[config.mk]
export PLATFORM = sky130hd
export DESIGN_NAME = adc_pipe_stage_emulator
export DESIGN_NICKNAME = d
export VERILOG_FILES = /design/src/rtl/adc_pipe_pkg.sv /design/src/rtl/adc_pipe_stage_model.sv /design/src/rtl/adc_pipe_stage_emulator.sv
export SDC_FILE = /design/constraint.sdc
export NUM_CORES = 1
export LEC_CHECK = 0
export CAP_MARGIN = 20
export CORE_MARGIN = 3
export CORE_UTILIZATION = 55
export CTS_BUF_LIST = sky130_fd_sc_hd__clkbuf_16
export CTS_CLUSTER_DIAMETER = 100
export CTS_CLUSTER_SIZE = 16
export DETAILED_ROUTE_END_ITERATION = 6
export PLACE_DENSITY_LB_ADDON = 0.25
export SYNTH_ARGS = -nofsm -noshare
export SYNTH_HDL_FRONTEND = slang
export SYNTH_SLANG_ARGS = --single-unit
[constraint.sdc]
create_clock -name clock_i -period 5.3 [get_ports clock_i]
set_clock_uncertainty 0.1 [all_clocks]
set_input_delay 1.06 -clock clock_i [delete_from_list [all_inputs] [get_ports clock_i]]
set_output_delay 1.06 -clock clock_i [all_outputs]
set_load 0.03 [all_outputs]
[src/rtl/adc_pipe_pkg.sv]
// rtl/adc_pipe_pkg.sv - shared one-hot decision codes and residue saturation helper
package adc_pipe_pkg;

  localparam logic [2:0] OH_NEG  = 3'b001;
  localparam logic [2:0] OH_ZERO = 3'b010;
  localparam logic [2:0] OH_POS  = 3'b100;

  // Clamp a residue to the stage output range [-vref, vref-1].
  function automatic int sat_residue(input int r, input int vref);
    if (r > vref - 1) begin
      return vref - 1;
    end else if (r < -vref) begin
      return -vref;
    end
    return r;
  endfunction

endpackage

[src/rtl/adc_pipe_stage_model.sv]
// rtl/adc_pipe_stage_model.sv - one 1.5-bit stage: compare, one-hot decision, residue, register
module adc_pipe_stage_model
  import adc_pipe_pkg::*;
#(
  parameter int SAMPLE_BITS = 6,
  parameter int OFFS_BITS   = 3
) (
  input  logic                         clock_i,
  input  logic                         reset_i,
  input  logic                         en_i,
  input  logic signed [SAMPLE_BITS+1:0] r_i,
  input  logic                         v_i,
  input  logic        [OFFS_BITS-1:0]  offs_i,
  output logic        [2:0]            d_o,
  output logic                         v_o,
  output logic signed [SAMPLE_BITS+1:0] r_o
);

  localparam int RW   = SAMPLE_BITS + 2;
  localparam int VREF = 1 << (SAMPLE_BITS - 1);
  localparam int THR  = 1 << (SAMPLE_BITS - 3);

  logic signed [RW-1:0] offs_ext;
  logic signed [RW-1:0] thr_hi;
  logic signed [RW-1:0] thr_lo;
  logic signed [RW-1:0] two_r;
  logic signed [RW-1:0] raw;
  logic        [2:0]    d_d, d_q;
  logic                 v_q;
  logic signed [RW-1:0] r_d, r_q;

  always_comb begin
    offs_ext = {{(RW - OFFS_BITS){offs_i[OFFS_BITS-1]}}, offs_i};
    thr_hi   = RW'(THR) + offs_ext;
    thr_lo   = -thr_hi;
    two_r    = r_i <<< 1;
    d_d      = OH_ZERO;
    raw      = two_r;
    if (r_i > thr_hi) begin
      d_d = OH_POS;
      raw = two_r - RW'(VREF);
    end else if (r_i < thr_lo) begin
      d_d = OH_NEG;
      raw = two_r + RW'(VREF);
    end
    r_d = RW'(sat_residue(int'(raw), VREF));
    // Bubbles carry a neutral decision and zero residue down the chain.
    if (!v_i) begin
      d_d = OH_ZERO;
      r_d = '0;
    end
  end

  always_ff @(posedge clock_i) begin
    if (reset_i) begin
      d_q <= OH_ZERO;
      v_q <= 1'b0;
      r_q <= '0;
    end else if (en_i) begin
      d_q <= d_d;
      v_q <= v_i;
      r_q <= r_d;
    end
  end

  assign d_o = d_q;
  assign v_o = v_q;
  assign r_o = r_q;

endmodule

[src/rtl/adc_pipe_stage_emulator.sv]
// rtl/adc_pipe_stage_emulator.sv - 3-stage 1.5-bit pipelined ADC front-end emulator top
module adc_pipe_stage_emulator
  import adc_pipe_pkg::*;
#(
  parameter int SAMPLE_BITS = 6,
  parameter int OFFS_BITS   = 3
) (
  input  logic                   clock_i,
  input  logic                   reset_i,
  input  logic [SAMPLE_BITS-1:0] sample_i,
  input  logic                   valid_i,
  output logic                   ready_o,
  input  logic                   freeze_i,
  input  logic [OFFS_BITS-1:0]   offs1_i,
  input  logic [OFFS_BITS-1:0]   offs2_i,
  input  logic [OFFS_BITS-1:0]   offs3_i,
  output logic [2:0]             d1_o,
  output logic [2:0]             d2_o,
  output logic [2:0]             d3_o,
  output logic                   v1_o,
  output logic                   v2_o,
  output logic                   v3_o,
  output logic [SAMPLE_BITS-1:0] res_o
);

  localparam int RW   = SAMPLE_BITS + 2;
  localparam int VREF = 1 << (SAMPLE_BITS - 1);

  logic                 accept;
  logic                 stage_en;
  logic signed [RW-1:0] r1, r2, r3, r4;
  logic                 v1, v2;
  logic                 unused_res_hi;

  assign ready_o  = ~freeze_i;
  assign stage_en = ~freeze_i;
  assign accept   = valid_i & ready_o;
  assign r1       = $signed({2'b00, sample_i}) - RW'(VREF);

  adc_pipe_stage_model #(.SAMPLE_BITS(SAMPLE_BITS), .OFFS_BITS(OFFS_BITS)) u_stage1 (
    .clock_i(clock_i), .reset_i(reset_i), .en_i(stage_en),
    .r_i(r1), .v_i(accept), .offs_i(offs1_i),
    .d_o(d1_o), .v_o(v1), .r_o(r2)
  );

  adc_pipe_stage_model #(.SAMPLE_BITS(SAMPLE_BITS), .OFFS_BITS(OFFS_BITS)) u_stage2 (
    .clock_i(clock_i), .reset_i(reset_i), .en_i(stage_en),
    .r_i(r2), .v_i(v1), .offs_i(offs2_i),
    .d_o(d2_o), .v_o(v2), .r_o(r3)
  );

  adc_pipe_stage_model #(.SAMPLE_BITS(SAMPLE_BITS), .OFFS_BITS(OFFS_BITS)) u_stage3 (
    .clock_i(clock_i), .reset_i(reset_i), .en_i(stage_en),
    .r_i(r3), .v_i(v2), .offs_i(offs3_i),
    .d_o(d3_o), .v_o(v3_o), .r_o(r4)
  );

  assign v1_o = v1;
  assign v2_o = v2;
  // Saturated residue always fits in SAMPLE_BITS signed; the guard bits are redundant.
  assign res_o         = r4[SAMPLE_BITS-1:0];
  assign unused_res_hi = ^r4[RW-1:SAMPLE_BITS];

endmodule

---- Word-level counts from Yosys, hierarchy flattened ----
Index checks and enable logic that the tools add are counted.
operators by class
  magnitude comparators ................... 12
  mux-type cells .......................... 33
  add/sub/neg operators ................... 13
  bitwise gates (word level) .............. 2
operators by type and width
  operator             number
  $mux 8               14
  $add 8x7->8 const B  3
  $gt 8x6->1 const B   3
  $lt 8x6->1 const B   3
  $mux 6               4
  $sub 8x7->8 const B  3
  $add 5x3->6 const A  3
  $mux 3               6
  $gt 8x8->1           2
  $lt 8x8->1           2
  $neg 8->8            2
  $lt 7x8->1           1
  $neg 6->8            1
  $gt 7x6->1           1
  $sub 6x6->7 const B  1
  $mux 1               6
  $mux 2               3
  $and 1x1->1          1
  $not 1->1            1
storage, ports and cells
  logic and storage cells ................. 69
  flip-flop bits (word level) ............. 34
  bits of input ports ..................... 19
  output and inout bits ................... 19

---- Longest topological paths before layout ----
  depth after elaboration ................. 10
  gate-level depth with buffers ........... 11
  depth with buffers taken out ............ 11

---- Cells and area by module ----
From an unflattened synthesis, not the netlist that was laid out.
unflattened totals
  cells, all modules ...................... 315
  area total of the unflattened synthesis .. 2,663.8 µm²
by module, submodules not included
  module                   sequential area each (µm²)  instances  area an instance (µm²)  cells an instance
  adc_pipe_stage_model     240.2                       3          883.3                   104
  adc_pipe_stage_emulator  0.0                         1          13.8                    3

---- Least setup slack after synthesis ----
No wires, ideal clock.
  path kind ............................... input to register
  from .................................... in offs3_i[2]
  to ...................................... reg u_stage3.r_q[1] (netlist: u_stage3.r_o[1])
  cell stages on the path ................. 8
  required time ........................... 5,058 ps
  buffers on the path ..................... 0
  setup slack ............................. 2,003 ps
  arrival ................................. 3,055 ps
  library setup time ...................... 142 ps
  path through ............................ ha_1 and3_1 and4b_1 a211oi_2 o41ai_4 xnor2_2 o41ai_4 a221oi_1
between the ends
  word-level cells in the longest chain between the ends .. 10
  elaborated cells on any way between the ends .. 13
  those cells by class .................... 2 x add/sub; 4 x order compare; 7 x mux
RTL lines
  item                  RTL line                       source
  from (decl)           adc_pipe_stage_emulator.sv:16  input logic [OFFS_BITS-1:0] offs3_i,
  $add 5x3->6 *         adc_pipe_stage_model.sv:34     thr_hi = RW'(THR) + offs_ext;
  $neg 8->8             adc_pipe_stage_model.sv:35     thr_lo = -thr_hi;
  $lt 8x8->1            adc_pipe_stage_model.sv:42     end else if (r_i < thr_lo) begin
  $mux 8                adc_pipe_stage_model.sv:42
  $mux 8 *              adc_pipe_stage_model.sv:39     if (r_i > thr_hi) begin
  $lt 8x6->1            adc_pipe_pkg.sv:12             end else if (r < -vref) begin
  $mux 1                adc_pipe_pkg.sv:12
  $mux 1                adc_pipe_pkg.sv:10             if (r > vref - 1) begin
  $mux 6 *              adc_pipe_pkg.sv:15             return r;
  $mux 6 *              adc_pipe_stage_model.sv:48     if (!v_i) begin
  to (signal assigned)  adc_pipe_stage_model.sv:62     r_q <= r_d;
  to (decl)             adc_pipe_stage_model.sv:30     logic signed [RW-1:0] r_d, r_q;
Mark *: on every way between the ends. The rest lies on a longest branch, timed or not.
A chain may end at the register's enable or synchronous reset.

---- Worst setup path in the final report ----
Ends and elaborated chain as after synthesis.

==> results.sh <==
export IMPL_synth_distinct_cells=55
export IMPL_cp_arrival_ns=3.98
export IMPL_clk_latency_ns=0.27
export IMPL_r2r_start="u_stage2.r_o[4]"
export IMPL_clockBufferDepth=2
export IMPL_yosys_register_bits=34
export IMPL_route_detailed_wl_per_inst_um=14.33
export IMPL_yosys_warnings=0
export IMPL_die_y_um=74.96
export IMPL_grt_pass1_wl_mm=9.425
export IMPL_tightestPinTransition_ns=0.6361
export IMPL_clk_pin_slew_ns=0.05
export IMPL_grt_use_total=0.2113
export IMPL_path_max_fanout=8
export IMPL_drv_slew=0
export IMPL_peakVddDrop_mv=0.1928
export IMPL_drt_iter0_markers=139
export IMPL_outcome="complete, no violations"
export IMPL_synth_edff_count=0
export IMPL_grt_setup_unrepaired="false"
export IMPL_start_util=0.5845
export IMPL_seq_area_um2=680.7
export IMPL_netlist_area_um2=2615
export IMPL_startpoint_type="primary input"
export IMPL_ios=38
export IMPL_ant_nets=0
export IMPL_hold_viol=0
export IMPL_io_buffers=37
export IMPL_path_delay_family="compound AO/OA/AOI/OAI gates"
export IMPL_synth_async_sr_flop_share=0
export IMPL_relSlewSlack=0.5752
export IMPL_critPathSlowestCell="clkdlybuf4s50_1"
export IMPL_nets=403
export IMPL_syn2layout_area_growth_pct=20.77
export IMPL_synth_flop_cell="dfxtp_1"
export IMPL_hold_class="reg2reg"
export IMPL_grt_max_degree=52
export IMPL_drt_pass1_iterations=4
export IMPL_core_area_um2=4474
export IMPL_dieArea_um2=5618
export IMPL_cts_max_level=2
export IMPL_grt_overflow=0
export IMPL_synth_cells=304
export IMPL_grt_pass1_vias=2065
export IMPL_min_period_ns=3.952
export IMPL_maxCapViolCount=0
export IMPL_avgViaCountPerCell=5.803
export IMPL_hold_ws_ns=0.3591
export IMPL_cts_resized=0
export IMPL_postCtsHoldBufs=0
export IMPL_layout_drive_gt1_share=0.06706
export IMPL_clock_sinks=34
export IMPL_routed_wl_mm=5.661
export IMPL_p_leak_nw=1.328
export IMPL_synth_avg_cell_area_um2=8.602
export IMPL_dp_hpwl_mm=4.224
export IMPL_drc=0
export IMPL_worstPathCellList="clkdlybuf4s50_1 > inv_1 > ha_1 > and3_1 > and4b_1 > a211oi_2 > o41ai_4 > xnor2_2 > o41ai_4 > a221oi_1"
export IMPL_critPathLaunch="offs3_i[2]"
export IMPL_max_freq_mhz=253.0
export IMPL_worstSetupEndpointType="flop"
export IMPL_multi_input_area_um2=1757
export IMPL_cts_root_buf="clkbuf_16"
export IMPL_seq_area_frac_synth=0.2603
export IMPL_cts_setup_buffers=0
export IMPL_antenna_found_initial=0
export IMPL_crit_top_cell="o41ai_4"
export IMPL_diodes=0
export IMPL_period_share=0.7457
export IMPL_required_ns=5.33
export IMPL_via_count=2292
export IMPL_cts_buffers=5
export IMPL_rows=24
export IMPL_min_from="u_stage3.r_o[5]"
export IMPL_cpPeakStageDelay_ns=0.59
export IMPL_tritoncts="done"
export IMPL_final_cell_mix="ha_1, clkdlybuf4s50_1, dfxtp_1"
export IMPL_fill_cells=367
export IMPL_p_per_area_nw_per_um2=228.3
export IMPL_gp_congestion=0.8300
export IMPL_fin_tns_setup_ns=0
export IMPL_layout_commonest_cell="ha_1"
export IMPL_crit_buf_inv=2
export IMPL_worst_setup_path_type="in2reg"
export IMPL_setup_viol_count_final=0
export IMPL_die_w_um=74.96
==> cell usage after synthesis (3+ instances only) <==
cell type  count  area share
a22oi_1        4       0.011
nand2_1       26       0.037
o21ai_0        5      0.0096
a21o_1         3      0.0086
clkbuf_1       4      0.0057
xor2_1         6       0.020
nor3_1         7       0.013
inv_1         31       0.044
o21ai_1        6       0.011
nor2_1        15       0.022
ha_1          42        0.20
nand4b_1       3       0.010
nand3_1        5      0.0096
dfxtp_1       34        0.26
a21oi_1       31       0.059
o211ai_1       3      0.0086
and3_1         4      0.0096
a221oi_1      12       0.040
nand2b_1      10       0.024
a32oi_1        3       0.010
nor2b_1        4      0.0096
==> path summary, 6_finish.rpt <==
path,endpoint,slack (ns),cells past startpoint
worst max register to register,u_stage3.r_o[1],2.12,9
worst min-delay path,u_stage3.r_o[5],0.36,2
worst max-delay path,u_stage3.r_o[1],1.35,10
worst min register to register,u_stage3.r_o[5],0.36,2
==> area by class of cell <==
| type | count | area share |
|---|---|---|
| inverters | 32 | 0.03843 |
| flip-flops and latches | 34 | 0.2155 |
| multi-input cells | 230 | 0.5563 |
| clock buffers | 5 | 0.03962 |
| clock inverters | 3 | 0.005151 |
| repair buffers | 39 | 0.1244 |
| well taps | 52 | 0.02060 |
==> cell families (layout without fill, tap and decap cells) <==
kind of cell             Yosys count  count (layout)  synth area share
AND/OR/NAND/NOR                   91              91            0.1852
AO/OA/AOI/OAI                     86              86            0.2488
adder cells (fa/ha/maj)           42              42            0.2010
buffers and inverters             41              79           0.06937
flip-flops                        34              34            0.2603
XOR/XNOR                           7               7           0.02632
multiplexers                       2               2          0.007656
other                              1               2          0.001434
==> state kept, by name, indices dropped and copies added (netlist names) <==
name and count:
u_stage1.d_o 3, u_stage1.r_o 8, u_stage1.v_o 1, u_stage2.d_o 3, u_stage2.r_o 8, u_stage2.v_o 1
u_stage3.d_o 3, u_stage3.r_o 6, u_stage3.v_o 1
==> layer usage <==
| metal | track usage | part of all wire |
|---|---|---|
| met1 | 0.3210 | 0.53 |
| met2 | 0.3056 | 0.41 |
| met3 | 0.04539 | 0.047 |
| met4 | 0.04545 | 0.0078 |
| met5 | 0 | 0 |
==> where the power goes <==
| part | switching (W) | leakage [nW] | internal, W |
|---|---|---|---|
| Combinational | 0.0000987 | 0.986 | 0.0000745 |
| Clock | 0.000105 | 0.0672 | 0.000171 |
| Sequential | 0.00000896 | 0.275 | 0.000263 |
| Total | 0.000212 | 1.33 | 0.000509 |
==> worst register-to-register path, cell delays in order (launching register included) <==
cell	delay, ns
dfxtp_1	0.49
inv_1	0.17
ha_1	0.26
and3_1	0.19
and4b_1	0.23
a211oi_2	0.57
o41ai_4	0.18
xnor2_2	0.21
o41ai_4	0.49
a221oi_1	0.16
==> through the flow <==
step / cells / setup slack, ns / power [W] / instance area, um2 / util
floorplan: 305 / 2.003 / 0.0003978 / 2619 / -
global placement: 386 / 1.173 / 0.0004419 / 3002 / 0.6709
detailed placement: 386 / 1.067 / 0.0004462 / 3002 / 0.6709
CTS: 394 / 1.342 / 0.0007228 / 3143 / 0.7025
global route: 395 / 1.106 / 0.0007576 / 3158 / 0.7058
finish: 395 / 1.348 / 0.0007210 / 3158 / 0.7058
No activity file was read; power rests on OpenSTA's default activity.
